--- config.mk ---
export PLATFORM = sky130hd
export DESIGN_NAME = load_align_unit
export DESIGN_NICKNAME = d
export VERILOG_FILES = /design/src/rtl/load_align_unit_pkg.sv /design/src/rtl/load_align_unit_extract.sv /design/src/rtl/load_align_unit.sv
export SDC_FILE = /design/constraint.sdc
export NUM_CORES = 1
export LEC_CHECK = 0
export CAP_MARGIN = 20
export CORE_AREA = 2 2 77 152
export DETAILED_ROUTE_END_ITERATION = 6
export DIE_AREA = 0 0 79 154
export MAX_ROUTING_LAYER = met4
export PLACE_DENSITY_LB_ADDON = 0.12
export SETUP_SLACK_MARGIN = 0.05
export SLEW_MARGIN = 25
export SYNTH_ARGS = -nofsm -noshare
export SYNTH_HDL_FRONTEND = slang
export SYNTH_HIERARCHICAL = 1
export SYNTH_SLANG_ARGS = --single-unit
--- constraint.sdc ---
create_clock -name clk -period 2.05 [get_ports clk]
set_input_delay 0.205 -clock clk [delete_from_list [all_inputs] [get_ports clk]]
set_output_delay 0.205 -clock clk [all_outputs]
set_load 0.1 [all_outputs]
--- src/rtl/load_align_unit_pkg.sv ---
// ----------------------------------------------------------------------------
// rv32i_types
//
// Shared RV32I types used by the load path:
//   rv32i_word          - 32-bit architectural data word
//   load_funct3_t       - funct3 encodings of the RV32I load instructions
//   load_align_state_t  - state encoding for load_align_unit
//
// Also holds helper functions that classify a load by its funct3.
// ----------------------------------------------------------------------------
package rv32i_types;

    typedef logic [31:0] rv32i_word;

    typedef enum logic [2:0] {
        lb  = 3'b000,
        lh  = 3'b001,
        lw  = 3'b010,
        lbu = 3'b100,
        lhu = 3'b101
    } load_funct3_t;

    typedef enum logic [1:0] {
        IDLE = 2'd0,
        RD0  = 2'd1,
        RD1  = 2'd2,
        DONE = 2'd3
    } load_align_state_t;

    // True only for the five encodings that name a real RV32I load.
    function automatic logic isLegalLoad(input logic [2:0] funct3);
        logic legal;
        case (funct3)
            3'b000, 3'b001, 3'b010, 3'b100, 3'b101: legal = 1'b1;
            default:                                legal = 1'b0;
        endcase
        return legal;
    endfunction

    // Access size in bytes; illegal encodings report zero.
    function automatic logic [2:0] loadSize(input logic [2:0] funct3);
        logic [2:0] size;
        case (funct3)
            3'b000, 3'b100: size = 3'd1;
            3'b001, 3'b101: size = 3'd2;
            3'b010:         size = 3'd4;
            default:        size = 3'd0;
        endcase
        return size;
    endfunction

endpackage

--- src/rtl/load_align_unit_extract.sv ---
// ----------------------------------------------------------------------------
// load_extract
//
// Purely combinational data path of the load alignment unit. The two memory
// beats are concatenated into one double-width window, the requested bytes
// are selected starting at the byte offset, and the result is sign- or
// zero-extended according to the load type.
//
// Ports:
//   i_lo      - first (lower-address) bus beat
//   i_hi      - second beat, zero when the load fits in one beat
//   i_offset  - byte offset of the load inside the first beat
//   i_funct3  - load type
//   o_data    - aligned, extended 32-bit result
// ----------------------------------------------------------------------------
module load_extract
    import rv32i_types::*;
#(
    parameter int DATA_WIDTH = 32
) (
    input  logic [DATA_WIDTH-1:0]             i_lo,
    input  logic [DATA_WIDTH-1:0]             i_hi,
    input  logic [$clog2(DATA_WIDTH/8)-1:0]   i_offset,
    input  load_funct3_t                      i_funct3,
    output rv32i_word                         o_data
);

    logic [2*DATA_WIDTH-1:0] w_merged;
    rv32i_word               w_word;

    // The high beat sits above the low beat, so a right shift by the byte
    // offset lines the addressed byte up with bit 0 even when the access
    // runs past the end of the low beat. The largest offset still leaves
    // 32 bits inside the window, so the part select never runs off the top.
    assign w_merged = {i_hi, i_lo};
    assign w_word   = w_merged[{i_offset, 3'b000} +: 32];

    // Extension to a full register word.
    always_comb begin
        o_data = '0;
        case (i_funct3)
            lb:      o_data = {{24{w_word[7]}}, w_word[7:0]};
            lbu:     o_data = {24'd0, w_word[7:0]};
            lh:      o_data = {{16{w_word[15]}}, w_word[15:0]};
            lhu:     o_data = {16'd0, w_word[15:0]};
            lw:      o_data = w_word;
            default: o_data = '0;
        endcase
    end

endmodule

--- src/rtl/load_align_unit.sv ---
// ----------------------------------------------------------------------------
// load_align_unit
//
// Multi-cycle load alignment between the MEM stage and the data memory port.
// A request is latched, one or two bus-word-aligned reads are issued, the
// beats are merged and the addressed bytes are extracted and extended.
//
// Optional feature macro: LOAD_ALIGN_SPLIT_EN
//   defined   - loads crossing a bus word are split into two reads
//   undefined - crossing loads finish immediately with resp_err set and
//               never touch memory
//
// Ports:
//   clk, rst      - clock, synchronous active-high reset
//   req_valid     - load request present
//   req_ready     - unit idle; request taken when req_valid && req_ready
//   req_addr      - byte address of the load
//   req_funct3    - load type
//   resp_valid    - one-cycle result strobe
//   resp_data     - aligned, extended load data (zero on error)
//   resp_err      - illegal funct3 or unsupported crossing access
//   mem_read      - memory read strobe, held until mem_resp
//   mem_address   - bus-word-aligned read address
//   mem_rdata     - read data, sampled with mem_resp
//   mem_resp      - read complete
// ----------------------------------------------------------------------------
module load_align_unit
    import rv32i_types::*;
#(
    parameter int DATA_WIDTH = 32,
    parameter int ADDR_WIDTH = 32
) (
    input  logic                  clk,
    input  logic                  rst,
    input  logic                  req_valid,
    output logic                  req_ready,
    input  logic [ADDR_WIDTH-1:0] req_addr,
    input  load_funct3_t          req_funct3,
    output logic                  resp_valid,
    output rv32i_word             resp_data,
    output logic                  resp_err,
    output logic                  mem_read,
    output logic [ADDR_WIDTH-1:0] mem_address,
    input  logic [DATA_WIDTH-1:0] mem_rdata,
    input  logic                  mem_resp
);

    localparam int BYTES      = DATA_WIDTH / 8;
    localparam int OFF_WIDTH  = $clog2(BYTES);

    load_align_state_t      r_state;
    load_align_state_t      w_nextState;

    logic [ADDR_WIDTH-1:0]  r_addr;
    load_funct3_t           r_funct3;
    logic                   r_err;
    logic [DATA_WIDTH-1:0]  r_lo;
    logic [DATA_WIDTH-1:0]  w_hi;

    logic [OFF_WIDTH-1:0]   w_reqOffset;
    logic                   w_reqLegal;
    logic                   w_reqCross;
    logic                   w_reqReject;
    logic                   w_accept;
    logic [ADDR_WIDTH-1:0]  w_baseAddr;
    rv32i_word              w_extracted;

    // Classify the incoming request: legal encoding and whether the bytes
    // run past the end of the first bus word.
    assign w_reqOffset = req_addr[OFF_WIDTH-1:0];
    assign w_reqLegal  = isLegalLoad(req_funct3);
    assign w_reqCross  = (int'(w_reqOffset) + int'(loadSize(req_funct3))) > BYTES;
    assign w_accept    = (r_state == IDLE) && req_valid;

`ifdef LOAD_ALIGN_SPLIT_EN
    logic                   r_cross;
    logic [DATA_WIDTH-1:0]  r_hi;

    assign w_reqReject = 1'b0;
    assign w_hi        = r_hi;

    // Second-beat bookkeeping. The high beat is cleared on accept so a
    // single-beat load always merges against zero.
    always_ff @(posedge clk) begin
        if (rst) begin
            r_cross <= 1'b0;
            r_hi    <= '0;
        end else begin
            if (w_accept) begin
                r_cross <= w_reqCross;
                r_hi    <= '0;
            end
            if ((r_state == RD1) && mem_resp) begin
                r_hi <= mem_rdata;
            end
        end
    end
`else
    assign w_reqReject = w_reqCross;
    assign w_hi        = '0;
`endif

    // Request latch, error flag and first-beat capture.
    always_ff @(posedge clk) begin
        if (rst) begin
            r_addr   <= '0;
            r_funct3 <= lb;
            r_err    <= 1'b0;
            r_lo     <= '0;
        end else begin
            if (w_accept) begin
                r_addr   <= req_addr;
                r_funct3 <= req_funct3;
                r_err    <= !w_reqLegal || w_reqReject;
            end
            if ((r_state == RD0) && mem_resp) begin
                r_lo <= mem_rdata;
            end
        end
    end

    // State register.
    always_ff @(posedge clk) begin
        if (rst) begin
            r_state <= IDLE;
        end else begin
            r_state <= w_nextState;
        end
    end

    assign w_baseAddr = {r_addr[ADDR_WIDTH-1:OFF_WIDTH], {OFF_WIDTH{1'b0}}};

    // Next state and state-decoded outputs. Rejected requests skip memory
    // entirely and go straight to DONE so the error is reported one cycle
    // after acceptance.
    always_comb begin
        w_nextState = r_state;
        req_ready   = 1'b0;
        resp_valid  = 1'b0;
        mem_read    = 1'b0;
        mem_address = '0;
        case (r_state)
            IDLE: begin
                req_ready = 1'b1;
                if (req_valid) begin
                    if (!w_reqLegal || w_reqReject) begin
                        w_nextState = DONE;
                    end else begin
                        w_nextState = RD0;
                    end
                end
            end
            RD0: begin
                mem_read    = 1'b1;
                mem_address = w_baseAddr;
                if (mem_resp) begin
`ifdef LOAD_ALIGN_SPLIT_EN
                    w_nextState = r_cross ? RD1 : DONE;
`else
                    w_nextState = DONE;
`endif
                end
            end
            RD1: begin
`ifdef LOAD_ALIGN_SPLIT_EN
                mem_read    = 1'b1;
                mem_address = w_baseAddr + ADDR_WIDTH'(BYTES);
                if (mem_resp) begin
                    w_nextState = DONE;
                end
`else
                w_nextState = IDLE;
`endif
            end
            DONE: begin
                resp_valid  = 1'b1;
                w_nextState = IDLE;
            end
            default: begin
                w_nextState = IDLE;
            end
        endcase
    end

    load_extract #(
        .DATA_WIDTH (DATA_WIDTH)
    ) u_extract (
        .i_lo     (r_lo),
        .i_hi     (w_hi),
        .i_offset (r_addr[OFF_WIDTH-1:0]),
        .i_funct3 (r_funct3),
        .o_data   (w_extracted)
    );

    // Response data is forced to zero outside DONE and on error so the
    // consumer never sees stale beats.
    assign resp_err  = resp_valid && r_err;
    assign resp_data = (resp_valid && !r_err) ? w_extracted : '0;

endmodule

# Word-level counts from Yosys, hierarchy flattened
# Index checks and enable logic that the tools add are counted.
word_totals:
  regBits: 70
  output_inout_bits: 68
  wordCells: 48
op_classes:
  addsub: 1
  magnitude_cmp: 1
  n_eq_ne: 13
  n_shift: 1
  mux: 12
  n_reduce_logical: 15
ops:
  columns: ["op", "count"]
  rows:
  - ["case mux 32 bit (5 select lines)", 1]
  - ["2-to-1 mux 32 bit", 2]
  - ["indexed part select 64 x 6 -> 32 bit", 1]
  - ["equality test 3 bit (second input constant)", 4]
  - ["case mux 3 bit (3 select lines)", 1]
  - ["equality test 3 x 1 -> 1 bit (second input constant)", 2]
  - ["equality test 3 x 2 -> 1 bit (second input constant)", 2]
  - ["logical NOT 3 bit", 2]
  - ["2-to-1 mux 2 bit", 3]
  - ["case mux 2 bit (3 select lines)", 1]
  - ["OR reduction 2 bit", 3]
  - ["OR reduction 5 bit", 1]
  - ["adder 2 x 3 -> 4 bit", 1]
  - ["equality test 2 bit (second input constant)", 2]
  - ["greater-than comparator 4 x 3 -> 1 bit (second input constant)", 1]
  - ["logical AND 1 bit", 4]
  - ["2-to-1 mux 1 bit", 4]
  - ["!= test 2 bit (second input constant)", 2]
  - ["equality test 2 x 1 -> 1 bit (second input constant)", 1]
  - ["logical NOT 1 bit", 2]
  - ["logical NOT 2 bit", 1]
  - ["AND reduction 2 bit", 1]
  - ["logical OR 1 bit", 1]

# Logic depth before layout (Yosys ltp)
# Gate-level depths: netlist of run 1.
depth:
  word_depth: 9
  depth_mapped: 7
  ltp_nobuf: 6

# Hierarchy
# Netlist of run 1, hierarchy kept.
by_module_without_submodules:
  columns: ["mod", "n_inst", "cells_each", "area_per_inst_um2", "seq_area_each_um2"]
  rows:
  - ["load_align_unit", 1, 389, 2992.9, 1401.3]
  - ["load_extract", 1, 117, 1203.7, 0.0]

# Worst setup path before layout of run 1
# Ideal clock, no wire load.
synth_path:
  kind: "reg-to-output"
  start: "register r_state[0]"
  end: "output port resp_data[10]"
  t_arrival_ps: 2371
  t_required_ps: 1845
  slack_ps: -526
  stages_incl_launch_ff: 5
  path_buffers: 1
  path_cell_list: "dfxtp_1 > and2_1 > and2b_1 > buf_2 > and2_1"
synth_between:
  elab_chain_cells: 4
synth_lines:
  columns: ["element", "line", "source"]
  rows:
  - ["from (decl)", "load_align_unit.sv:51", "load_align_state_t r_state;"]
  - ["from (signal assigned)", "load_align_unit.sv:127", "r_state <= w_nextState;"]
  - ["equality test 2 bit", "load_align_unit.sv:142", "case (r_state)"]
  - ["2-to-1 mux 1 bit", "load_align_unit.sv:142", null]
  - ["named net resp_valid", "load_align_unit.sv:39", "output logic resp_valid,"]
  - ["logical AND 1 bit", "load_align_unit.sv:198", "assign resp_data = (resp_valid && !r_err) ? w_extracted : '0;"]
  - ["2-to-1 mux 32 bit", "load_align_unit.sv:198", null]
  - ["to (decl)", "load_align_unit.sv:40", "output rv32i_word resp_data,"]
# The timed path passes the listed nets, and every way through them passes these cells.

# Worst setup path in the final report of run 1
layout_path:
  start: "register r_addr[0]"
  end: "output port resp_data[14]"
layout_between:
  elab_chain_cells: 3
layout_lines:
  columns: ["element", "line", "source"]
  rows:
  - ["from (decl)", "load_align_unit.sv:54", "logic [ADDR_WIDTH-1:0] r_addr;"]
  - ["from (signal assigned)", "load_align_unit.sv:112", "r_addr <= req_addr;"]
  - ["indexed part select 64 x 6 -> 32 bit", "load_align_unit_extract.sv:36", "assign w_word = w_merged[{i_offset, 3'b000} +: 32];"]
  - ["case mux 32 bit (5 select lines)", "load_align_unit_extract.sv:41", "case (i_funct3)"]
  - ["named net w_extracted[14]", "load_align_unit.sv:66", "rv32i_word w_extracted;"]
  - ["2-to-1 mux 32 bit", "load_align_unit.sv:198", null]
# The timed path passes the listed nets, and every way through them passes these cells.

==> results.cfg, run 1 <==
[status]
status = complete, but fails checks
violations = setup timing

[placed_design]
gp_congestion = 0.8751
placed_area_mm2 = 0.006559
port_buffers = 136
pre_cts_slack_ns = -0.003960
dp.cells = 809
hpwl_mm = 9.396

[sta]
fin_crit_ns = 2.252
fin_ws_ns = -0.2020
drv_slew = 0
maxSlewHeadroom = 0.6419
rsz0062_at_grt = yes
worstMarginPinSlew_ns = 0.5372
hold_viol_final = 0
fmax_ghz = 0.4441
fin_setup_tns_ns = -4.608
fin_skew_ns = 0.003851
finalSetupViolCount = 31
fin_crit_sh = 1.099

[power_and_ir_drop]
p_leak_nw = 2.805
powerDensity_mw_per_mm2 = 580.2
max-vdd-ir-drop_uv = 565.0

[global_routing]
grt_pass1_vias = 4253
grt_antenna_before_repair = 0
grt_pass1_wl_mm = 20.15
grt_use_total = 0.2168
grt-ovfl-total = 0
grt_max_degree = 44

[final_layout]
drive_gt1_frac = 0.2973
stdcell_area_mm2 = 0.007072
diodes = 0
instances_no_fill = 833
finish.utilization = 0.6461
final_common_cell = nand2_1
syn_to_final_growth_pct = 68.52
final_cell_mix = nand2_1 (151), clkdlybuf4s50_1 (69), a21oi_1 (67), buf_12 (67), dfxtp_1 (65)
fill_cells = 970
fin_nets = 764

[worst_setup_path]
slowest_delay_ns = 0.56
path_class = register to output pin
end_kind = output pin
arrival_ns = 2.05
crit_chain = mux4_2 > or4b_4 > nand2_1 > and2_2 > buf_12
reg2reg_from = r_state[1]
cp_data_required_time_ns = 1.85
setup.worst_path.start = r_addr[0]
start_kind = register
crit_fanout = 8
slowest_stage = or4b_4

[min_path]
hp-start = rst
min_path_type = primary input to register

[logic_synthesis]
netlist_instances = 506
yosysWarnings = 6
synth-seq-cells = 70
synth_cell_type_count = 32
synth.avg_cell_area_um2 = 8.294
synth_area_mm2 = 0.004197
seq_area_frac_synth = 0.3339

[clocking]
cts_tree = built
htree_levels = 3
cts_buffers = 9
clkLatencyLatePin_ns = 0.33
cts_root_buf = clkbuf_16
clock_sinks = 70
cts_max_path_buffers = 2
hold_buffers = 0
cts.reportedPaths.clkPinSlew_ns = 0.05

[detailed_routing]
wl_met3_um = 602
drc = 0
route.met2.wl_mm = 7.305
wl_per_cell_um = 14.89
first_iter_violations = 158
via_count = 4124
dr.pass1.iters = 4
viasPerCell = 4.951
wirelength_mm = 12.41
antenna_left = 0
met1_length_mm = 4.208
highest_layer = met4

[floorplan]
io-pin-count = 139
start_util = 0.3834
core_mm2 = 0.01095
fp.dieArea_mm2 = 0.01217
die_x_um = 79
fp-row-count = 54
die_h_um = 154

[flow_run]
drv_cap = 0
## registers in the layout, indices dropped and copies added (netlist names)
signal,flops
r_funct3,3
r_addr,32
r_lo,32
r_state,2
r_err,1
## Yosys cell counts (all sizes together)
cell | instances | share of area
o21ai | 10 | 0.012
and2 | 64 | 0.095
mux4 | 32 | 0.17
nor2b | 13 | 0.019
dfxtp | 70 | 0.33
nor3b | 2 | 0.0048
nor2 | 7 | 0.0063
and3 | 1 | 0.0015
nor4 | 1 | 0.0015
o211ai | 1 | 0.0018
o21a | 1 | 0.0018
nand3b | 1 | 0.0018
and3b | 1 | 0.0021
fa | 1 | 0.0048
xor2 | 1 | 0.0021
ha | 2 | 0.0060
a21oi | 67 | 0.080
a31oi | 16 | 0.024
a311oi | 2 | 0.0042
nand2 | 158 | 0.14
conb | 1 | 0.00089
a211o | 1 | 0.0021
or4b | 1 | 0.0024
clkbuf | 14 | 0.013
a32oi | 1 | 0.0039
mux2 | 3 | 0.0080
buf | 32 | 0.050
and2b | 1 | 0.0018
or3b | 1 | 0.0021
## cells by family (layout without fill, tap and decap cells)
family          after synthesis  after routing  share of synthesized area
flops                        70             70                     0.3339
fa+ha+maj                     3              3                    0.01073
xor+xnor                      1              1                   0.002087
mux                          35             35                     0.1798
buf+inv                      46            183                    0.06291
compound gates               99             99                     0.1294
simple gates                251            251                     0.2803
other cells                   1             51                  0.0008936
## layer usage
metal | up-vias | global-route usage
met5 | - | -
met4 | 0 | 0.09524
li1 | 2036 | -
met2 | 119 | 0.4007
met1 | 1949 | 0.2094
met3 | 20 | 0.04754
## critical path: cells and delay by family (launching register included)
| kind | cells | cell delay [ns] |
|---|---|---|
| AND/OR/NAND/NOR | 3 | 0.81 |
| buffers and inverters | 1 | 0.17 |
| flip-flops | 1 | 0.39 |
| multiplexers | 1 | 0.36 |
## what timing repair did
| action | CTS | global route |
|---|---|---|
| resized for setup | 20 | 15 |
| buffers inserted | 5 | 3 |
| pin swaps | 7 | 5 |
| hold endpoints to repair | 0 | 0 |
| setup endpoints to repair | 32 | 51 |
| gates cloned | 3 | 0 |
## power breakdown
| group | internal [mW] | switching, mW | leakage, nW |
|---|---|---|---|
| combinational | 0.480 | 0.563 | 2.09 |
| clock | 0.995 | 0.542 | 0.142 |
| sequential | 1.45 | 0.0738 | 0.574 |
| total | 2.92 | 1.18 | 2.81 |
## area by class of cell
class	count	area [um^2]	share of cell area
sequential	70	1413	0.1998
clock buffer	13	260.3	0.03680
timing repair buffer	169	2357	0.3333
multi-input combinational	440	2836	0.4011
clock inverter	1	30.03	0.004246
tap	140	175.2	0.02477
## worst paths after layout
kind | cells past startpoint | slack, ns | endpoint
max | 5 | -0.20 | resp_data[14]
min | 2 | 0.36 | r_addr[16]
max reg2reg | 5 | 0.51 | r_addr[21]
min reg2reg | 2 | 0.45 | r_addr[10]
## per-stage QoR
step / total power [mW] / hold WS (ns)
after floorplan: 2.180 / 0.3410
after global placement: 2.517 / 0.4367
after detailed placement: 2.540 / 0.4424
after CTS: 4.130 / 0.3639
after global routing: 4.271 / 0.3957
final: 4.103 / 0.3615
No activity file was read; power rests on OpenSTA's default activity.
==> inputs of run 2 (changes only) <==
==> constraint.sdc (replaced) <==
create_clock -name clk -period 2.9 [get_ports clk]
set_input_delay 0.29 -clock clk [delete_from_list [all_inputs] [get_ports clk]]
set_output_delay 0.29 -clock clk [all_outputs]
set_load 0.1 [all_outputs]
==> results.cfg, run 2 (same netlist as run 1, synthesis figures left out) <==
[clocking]
cts.reportedPaths.clkPinSlew_ns = 0.05
post_cts_buffers = 0
hold_buffers = 0
ctsResizeCount = 0
cts_tree = built
clkLatencyLatePin_ns = 0.33
cts_buffers = 9
htree_levels = 3
cts_max_path_buffers = 2
cts_root_buf = clkbuf_16
clock_sinks = 70

[detailed_routing]
antenna_left = 0
first_iter_violations = 189
dr.pass1.iters = 4
wl_per_cell_um = 14.45
viasPerCell = 4.958
drc = 0
wirelength_mm = 11.75
via_count = 4031

[sta]
fin_crit_ns = 2.555
fin_skew_ns = 0.005234
fin_ws_ns = 0.3452
fin_setup_tns_ns = 0
fmax_ghz = 0.3914
hold_viol_final = 0
drv_slew = 0
worstMarginPinSlew_ns = 0.7299
rsz0062_at_grt = no
maxSlewHeadroom = 0.5127
fin_crit_sh = 0.8810
finalSetupViolCount = 0

[floorplan]
io-pin-count = 139
die_h_um = 154
core_mm2 = 0.01095
die_x_um = 79
start_util = 0.3834
fp-row-count = 54
fp.dieArea_mm2 = 0.01217

[placed_design]
pre_cts_slack_ns = 0.6919
hpwl_mm = 9.262
port_buffers = 136
gp_congestion = 0.8871

[worst_setup_path]
slowest_delay_ns = 0.54
end_kind = output pin
cp_data_required_time_ns = 2.61
path_class = register to output pin
slowest_stage = mux4_2
path_buf_inv = 2
arrival_ns = 2.26
start_kind = register
crit_chain = buf_4 > mux4_2 > o21ai_0 > nand2_1 > and2_1 > buf_12
crit_fanout = 30
critPathTopFamily = buffers and inverters

[final_layout]
syn_to_final_growth_pct = 55.04
diodes = 0
drive_gt1_frac = 0.1961
final_cell_mix = nand2_1 (158), clkdlybuf4s50_1 (69), dfxtp_1 (69)
fill_cells = 1009
fin_nets = 744
final_common_cell = nand2_1
reg_top3 = r_addr x32, r_lo x32, r_funct3 x3

[flow_run]
drv_cap = 0

[status]
status = finished, final reports clean

[power_and_ir_drop]
max-vdd-ir-drop_uv = 382.8
p_leak_nw = 2.554
powerDensity_mw_per_mm2 = 418.0

[global_routing]
grt_use_total = 0.2064
grt_max_degree = 40
grt_pass1_vias = 4071
grt_pass1_wl_mm = 19.35
grt_antenna_before_repair = 0
grt-ovfl-total = 0

[min_path]
min_path_type = primary input to register
## run 2: layout make-up
class	count	area, um^2	area share
clock inverter	4	25.02	0.003846
clock buffer	10	239.0	0.03673
multi-input combinational	440	2725	0.4188
tap	140	175.2	0.02692
timing repair buffer	149	1939	0.2981
sequential	70	1403	0.2156
## run 2: report_power, final
| group | switching (mW) | internal (mW) |
|---|---|---|
| Sequential | 0.0541 | 1.02 |
| Clock | 0.396 | 0.588 |
| Combinational | 0.376 | 0.281 |
## run 2: final timing paths
path / startpoint / endpoint / slack [ns] / cells after the start
max reg2reg: r_state[0] / r_lo[11] / 1.33 / 4
min reg2reg: r_addr[27] / r_addr[27] / 0.45 / 2
max: r_addr[1] / resp_data[10] / 0.35 / 6
min: rst / r_lo[6] / 0.36 / 2
## run 2: per-layer routing
layer | part of all wire | wire length [um] | GRT usage | vias up
li1 | - | - | - | 1988
met4 | 0.038 | 443 | 0.1059 | 0
met3 | 0.043 | 510 | 0.03110 | 26
met2 | 0.56 | 6599 | 0.3733 | 140
met5 | 0 | 0 | - | -
met1 | 0.36 | 4197 | 0.2093 | 1877
## run 2: per-stage QoR
stage	hold slack, ns	util	instance area (um^2)	instances	power [mW]
5_1_grt	0.3955	0.5944	6506	813	2.844
3_5_place_dp	0.4425	0.5703	6242	799	1.758
2_1_floorplan	0.4260	-	4384	556	1.540
4_1_cts	0.3543	0.5944	6506	813	2.748
3_3_place_gp	0.4381	0.5703	6242	799	1.743
6_report	0.3586	0.5944	6506	813	2.719
==> inputs of run 3 (changes only) <==
--- a/config.mk
+++ b/config.mk
@@ -9,6 +9,7 @@
 export CORE_AREA = 2 2 77 152
 export DETAILED_ROUTE_END_ITERATION = 6
 export DIE_AREA = 0 0 79 154
+export HOLD_SLACK_MARGIN = 0.02
 export MAX_ROUTING_LAYER = met4
 export PLACE_DENSITY_LB_ADDON = 0.12
 export SETUP_SLACK_MARGIN = 0.05
==> results of run 3 <==
Final layout, timing and power as in run 2 (identical DEF).
